===== src/rtl/shift_tx_ctrl.sv =====
// Transmit sequencer for a parallel-load/left-shift register: accepts a word over
// valid/ready, pulses LD then N SH, streams the register MSB on SOUT.
// Optional trailing even-parity bit when SHIFT_TX_CTRL_PARITY_EN is defined.
module shift_tx_ctrl #(
  parameter int   N    = 8,
  parameter int   DIV  = 4,
  parameter logic FILL = 1'b0
) (
  input  logic         CLK,
  input  logic         RST_N,
  input  logic [N-1:0] DIN,
  input  logic         VALID,
  output logic         READY,
  output logic [N-1:0] D_OUT,
  output logic         LD,
  output logic         SH,
  output logic         SER_IN,
  input  logic         Q_MSB,
  output logic         SOUT,
  output logic         BUSY,
  output logic         DONE
);
  localparam int BW = $clog2(N + 1);
  localparam int DW = (DIV > 1) ? $clog2(DIV) : 1;
  localparam logic [BW-1:0] BIT_LAST = BW'(N - 1);
  localparam logic [DW-1:0] DIV_LAST = DW'(DIV - 1);

  typedef enum logic [2:0] {
    S_IDLE   = 3'd0,
    S_LOAD   = 3'd1,
    S_SHIFT  = 3'd2,
`ifdef SHIFT_TX_CTRL_PARITY_EN
    S_PARITY = 3'd3,
`endif
    S_DONE   = 3'd4
  } state_t;

  state_t         state_q;
  logic [N-1:0]   word_q;
  logic [BW-1:0]  bit_q;
  logic [DW-1:0]  div_q;

  always_ff @(posedge CLK or negedge RST_N) begin
    if (!RST_N) begin
      state_q <= S_IDLE;
      word_q  <= '0;
      bit_q   <= '0;
      div_q   <= '0;
    end else begin
      case (state_q)
        S_IDLE: if (VALID) begin
          word_q  <= DIN;
          state_q <= S_LOAD;
        end
        S_LOAD: begin
          bit_q   <= '0;
          div_q   <= '0;
          state_q <= S_SHIFT;
        end
        S_SHIFT: begin
          // SH fires on the last clock of each period, so the register advances
          // exactly as the period rolls over
          if (div_q == DIV_LAST) begin
            div_q <= '0;
            if (bit_q == BIT_LAST) begin
              bit_q <= '0;
`ifdef SHIFT_TX_CTRL_PARITY_EN
              state_q <= S_PARITY;
`else
              state_q <= S_DONE;
`endif
            end else begin
              bit_q <= bit_q + BW'(1);
            end
          end else begin
            div_q <= div_q + DW'(1);
          end
        end
`ifdef SHIFT_TX_CTRL_PARITY_EN
        S_PARITY: begin
          if (div_q == DIV_LAST) begin
            div_q   <= '0;
            state_q <= S_DONE;
          end else begin
            div_q <= div_q + DW'(1);
          end
        end
`endif
        S_DONE:  state_q <= S_IDLE;
        default: state_q <= S_IDLE;
      endcase
    end
  end

  assign READY  = (state_q == S_IDLE);
  assign BUSY   = (state_q != S_IDLE);
  assign LD     = (state_q == S_LOAD);
  assign SH     = (state_q == S_SHIFT) && (div_q == DIV_LAST);
  assign DONE   = (state_q == S_DONE);
  assign D_OUT  = word_q;
  assign SER_IN = FILL;

  always_comb begin
    SOUT = 1'b1;
    if (state_q == S_SHIFT) SOUT = Q_MSB;
`ifdef SHIFT_TX_CTRL_PARITY_EN
    if (state_q == S_PARITY) SOUT = ^word_q;
`endif
  end

endmodule

===== config.mk =====
export PLATFORM = sky130hd
export DESIGN_NAME = shift_tx_ctrl
export DESIGN_NICKNAME = d
export VERILOG_FILES = /design/src/rtl/shift_tx_ctrl.sv
export SDC_FILE = /design/constraint.sdc
export NUM_CORES = 1
export LEC_CHECK = 0
export CORE_MARGIN = 5
export CORE_UTILIZATION = 30
export DETAILED_ROUTE_END_ITERATION = 12
export PLACE_DENSITY = 0.59
export SYNTH_ARGS = -nofsm -noshare
export SYNTH_HDL_FRONTEND = slang
export SYNTH_SLANG_ARGS = --single-unit

===== constraint.sdc =====
create_clock -name CLK -period 3.35 [get_ports CLK]
set_clock_uncertainty 0.1 [all_clocks]
set_input_delay 0.67 -clock CLK [delete_from_list [all_inputs] [get_ports CLK]]
set_output_delay 0.67 -clock CLK [all_outputs]
set_load 0.02 [all_outputs]

==> metrics.txt, run 1 <==
Slew headroom=51.13%; Synth cell types=32; outcome=finished, final reports clean; CTS sink count=17; WL final=1.801 mm; Arr. time, crit path=1.91 ns; DRC Markers=0; # IOs=27; vias in the first global route=748; Total GRT Usage=9.723%; PortBufs=25; DP HPWL=1.367 mm; r2r setup slk=1.71 ns; fillers=289; Data required, critical path=2.58 ns; TritonCTS clock tree=built; register area share after synthesis=47.29%; Worst-Margin Slew=0.7308 ns; Root Buffer=clkbuf_4; most frequent cells in the layout=clkdlybuf4s50_1, dfrtp_1, mux2_4; Cell Rows=19; clock-pin slew on the worst setup and hold paths=0.10 ns; die width=64.76 µm; PD cells=830.6 nW/µm²; final setup fails=0; worst skew pair latency=0.28 ns; initial antenna violation count=0; hold path start=D_OUT[3]$_DFFE_PN0P_; via count=677; worst r2r dst=D_OUT[2]$_DFFE_PN0P_; Mapped Area=899.6 µm²; total chip power=0.0009737 W; r2r worst-path depth=3; routability cong.=0.8307; worst vdd ir=0.0004253 V; Max Cap Viol=0; ANT nets after route=0; f_max=373.4 MHz; hold_buf cts=0; TritonCTS Buffers=3; clock buffer depth=2; overall die height=64.76 µm; r2r startpoint=state_q[2]$_DFFE_PN0P_; FF/Latch Area=425.4 µm²; Hold EP=D_OUT[3]$_DFFE_PN0P_; Std-Cell Core Area=2805 µm²; footprint of the multi-input gates=409.1 µm²; Area growth, synth to finish=30.32%; Crit Path Max Fanout=13; Slew Limit Fails=0; Crit. End Element=output pin; Synth top area share=47.29%; crit start category=flop; wire per inst=13.34 µm; TritonRoute pass-1 iters=4; first-pass GRT wire length=3.256 mm; Syn Inst Count=80; WHS Path Cells=1; Initial Util=32.07%; htree depth=1; layout cells sized above 1=14.42%; Synth area leader=dfrtp_1; detailed router's first-iteration violation count=27; largest net degree at the start of global routing=18; #FFs+latches synth=17; critical path type=flop to output pin; RSZ-0062 raised after global routing=false; Hold Path Class=flop to flop; die area=4194 µm²; Synth Net Count=94; Setup TNS=0 ns; final worst path period need=2.678 ns; diode count=0; final hold violations=0; Tcrit/Tclk final=79.94%; nets=119; synth top area cells=dfrtp_1, mux2_4, a21oi_1, ha_1, o21ai_0; postcts setup bufs=0; Mean Syn Cell Area=11.25 µm²; most common cell after layout, fill and taps aside=clkdlybuf4s50_1; gr ovfl total=0; Static Leakage=0.5027 nW; Ys Warns=0; post-CTS sizing=0; Avg Vias per Cell=5.015
## routing by layer
layer | GRT usage (%) | vias up | routed length (µm)
met5 | 0 | - | 0
met4 | 1.847 | 0 | 0
met3 | 4.663 | 0 | 160
met2 | 15.71 | 26 | 814
met1 | 11.89 | 324 | 825
li1 | - | 327 | -
## kinds of logic after synthesis
kind of cell               synth area share (%)
buffers and inverters                     7.232
other                                    0.4168
muxes                                     13.35
adders and majority gates                 2.781
and+or+nand+nor                           17.25
DFF                                       47.29
AOI/OAI and AO/OA                         11.68
## worst max-delay path: stages, from the launching register on
cell and delay (ns):
dfrtp_1 0.54, nor2_2 0.23, nand2_1 0.09, or2_1 0.22, clkdlybuf4s50_1 0.53
## worst max path at each step
stage	from	endpoint	slack, ns	cells after the start
floorplan	state_q[0]$_DFFE_PN0P_	DONE	1.48	2
global placement	Q_MSB	SOUT	0.77	3
detailed placement	Q_MSB	SOUT	0.77	3
CTS	state_q[2]$_DFFE_PN0P_	SOUT	0.65	4
global route	state_q[2]$_DFFE_PN0P_	SOUT	0.55	4
finish	state_q[2]$_DFFE_PN0P_	SOUT	0.67	4
## sequential cells by signal (all words and copies together) (netlist names)
register and cells:
bit_q 4, div_q 2, state_q 3, D_OUT 8
## final cells by class
type | instances | area share [%]
Sequential cell | 17 | 36.29
Timing Repair Buffer | 25 | 21.34
Clock buffer | 4 | 2.241
Inverter | 6 | 1.921
Multi-Input combinational cell | 52 | 34.90
Tap cell | 31 | 3.308
## cells in the mapped netlist
master	n
nand4bb_2	1
a32oi_1	1
nand2b_1	1
or3_1	1
nand3_1	3
a21o_1	1
buf_2	3
or2_1	1
o311ai_1	1
nor3b_1	1
inv_1	6
conb_1	1
o221ai_1	1
nand4bb_1	1
and2_4	1
a31oi_1	1
nor3_2	1
o21ai_1	2
nor2b_1	1
dfrtp_1	17
nor2_2	1
nor4b_1	1
and3b_1	1
nor2_1	2
ha_1	2
buf_4	1
mux2_4	8
a21oi_1	6
nand3b_1	2
nand2_1	4
o21ai_0	5
buf_12	1
## metrics by stage
step           setup slack, ns  hold slack, ns  cells  utilization [%]  area (µm²)
2_1_floorplan            1.477          0.2744     80                -       899.6
3_3_place_gp            0.7671          0.4004    131            40.86        1146
3_5_place_dp            0.7660          0.3972    131            40.86        1146
4_1_cts                 0.6526          0.4316    135            41.79        1172
5_1_grt                 0.5474          0.4416    135            41.79        1172
6_report                0.6721          0.4286    135            41.79        1172
## power by group
part           leakage (nW)  total, W  switching [W]  internal (W)
clock network        0.0150  0.000107      0.0000613     0.0000462
logic                 0.274  0.000496       0.000221      0.000276
registers             0.214  0.000370      0.0000880      0.000282
No activity file was read; power rests on OpenSTA's default activity.
==> run 2, diff against run 1 <==
Settings changed: PLACE_DENSITY 0.59 to 0.61.
Clock period 3.35 ns to 2.1 ns, I/O delays scaled along.
==> metrics.txt, run 2 (same netlist as run 1, synthesis figures left out) <==
outcome=finished, final reports clean; RSZ-0062 raised after global routing=false; r2r setup slk=0.59 ns (-1.12 ns); WP buf/inv=1 (unchanged); htree depth=1 (unchanged); clock buffer depth=2 (unchanged); Crit. End Element=output pin; Hold Path Class=primary input to asynchronous set/reset pin; most common cell after layout, fill and taps aside=clkdlybuf4s50_1; worst skew pair latency=0.29 ns (about the same); total chip power=0.001628 W (+67%); Root Buffer=clkbuf_4; worst r2r dst=D_OUT[4]$_DFFE_PN0P_; final hold violations=0 (unchanged); Place WS=0.01332 ns (-0.7527 ns); PortBufs=25 (unchanged); Data required, critical path=1.58 ns (-1.00 ns); WL final=1.932 mm (+7.3%); worst vdd ir=0.0006028 V (+42%); Max Cap Viol=0 (unchanged); r2r worst-path depth=3 (unchanged); CTS sink count=17 (unchanged); CP startpoint=state_q[2]$_DFFE_PN0P_; crit start category=flop; routability cong.=0.8017 (-3.5%); Crit Path Max Fanout=6 (-7); CP max stage cell=dfrtp_2; hold_buf cts=0 (unchanged); overall die height=64.76 µm (unchanged); Cell Rows=19 (unchanged); nets=130 (+9.2%); Finished Cell Area=1251 µm² (+6.7%); Initial Util=32.07% (unchanged); via count=706 (+4.3%); final worst path period need=2.024 ns; final setup fails=0 (unchanged); Tcrit/Tclk final=96.38%; Std-Cell Core Area=2805 µm² (unchanged); Static Leakage=0.5689 nW (+13%); die width=64.76 µm (unchanged); r2r startpoint=state_q[2]$_DFFE_PN0P_; TritonCTS Buffers=3 (unchanged); critical path type=flop to output pin; layout cells sized above 1=24.35% (+9.9 points); Arr. time, crit path=1.50 ns (-0.41 ns); first-pass GRT wire length=3.125 mm (-4.0%); DP HPWL=1.401 mm (+2.5%); DRC Markers=0 (unchanged); f_max=494.1 MHz; die area=4194 µm² (unchanged); # IOs=27 (unchanged); Area growth, synth to finish=39.08%; Setup WS post-layout=0.07612 ns (-0.5959 ns); Stages on worst setup path=4 (unchanged); PD cells=1301 nW/µm² (+57%); most frequent cells in the layout=clkdlybuf4s50_1, dfrtp_1, buf_4; Area after DPL=1206 µm² (+5.2%); TritonCTS clock tree=built; diode count=0 (unchanged); Total GRT Usage=9.425% (-0.30 points); crit path capture=SOUT; Avg Vias per Cell=4.836 (-3.6%); gr ovfl total=0 (unchanged); initial antenna violation count=0 (unchanged); clock-pin slew on the worst setup and hold paths=0.10 ns (about the same); critical-path cell list=nor2_2 > nand2_1 > or2_1 > dlygate4sd2_1; largest net degree at the start of global routing=18 (unchanged); vias in the first global route=716 (-4.3%); Setup TNS=0 ns (unchanged); Slew Limit Fails=0 (unchanged); detailed router's first-iteration violation count=12 (-56%); max reg flops=8 (unchanged); wire per inst=13.23 µm (-0.81%); TritonRoute pass-1 iters=5 (+1); Crit path max-delay family=flip-flops; ANT nets after route=0 (unchanged); CP peak stage delay=0.48 ns (-0.06 ns)
## run 2: changes by cell type in the layout (fill, tap and decap cells not counted), sizes merged
cell and delta:
clkbuf +2, buf +9, dlygate4sd2 +6, clkdlybuf4s50 -6
## run 2: metal layers
layer / GRT usage (%) / routed length (µm)
met1: 12.73 / 918
met2: 14.05 / 832
met3: 3.282 / 161
met4: 3.166 / 19
met5: 0 / 0
## run 2: final cells by class
cell class | instances | area [µm²]
timing repair buffer | 36 | 320.3
inverter | 6 | 22.52
multi-input combinational | 52 | 415.4
clock buffer | 4 | 26.28
sequential | 17 | 427.9
tap | 31 | 38.79
fill | 267 | 1554
## run 2: where the power goes
part	internal [W]	leakage [nW]	switching, W	total (W)
logic	0.000478	0.343	0.000413	0.000891
clock network	0.0000740	0.0150	0.000104	0.000178
registers	0.000452	0.211	0.000106	0.000558
## run 2: stage by stage
step,cells,util [%],hold WS [ns]
6_report,146,44.60,0.3397
5_1_grt,146,44.60,0.3628
4_1_cts,143,43.98,0.3496
3_5_place_dp,139,43.00,0.3966
3_3_place_gp,139,43.00,0.4016
2_1_floorplan,80,-,0.02441
## run 2: timing repair
item,CTS,global route
resized for setup,9,0
setup buffers,0,3
setup endpoints to repair,6,2
hold endpoints to repair,0,0
## run 2: worst min path at each step
stage / start / end / slack (ns) / cells after the start
finish: RST_N / div_q[1]$_DFFE_PN0P_ / 0.34 / 2
floorplan: RST_N / D_OUT[0]$_DFFE_PN0P_ / 0.02 / 0
detailed placement: D_OUT[0]$_DFFE_PN0P_ / D_OUT[0]$_DFFE_PN0P_ / 0.40 / 1
global route: RST_N / bit_q[2]$_DFFE_PN0P_ / 0.36 / 2
global placement: D_OUT[4]$_DFFE_PN0P_ / D_OUT[4]$_DFFE_PN0P_ / 0.40 / 1
CTS: RST_N / bit_q[2]$_DFFE_PN0P_ / 0.35 / 2
==> run 3, diff against run 2 <==
Settings changed: CTS_CLUSTER_DIAMETER set to 80.
==> results of run 3 <==
Same layout as run 2: the final DEF is identical, and so are final timing and power.
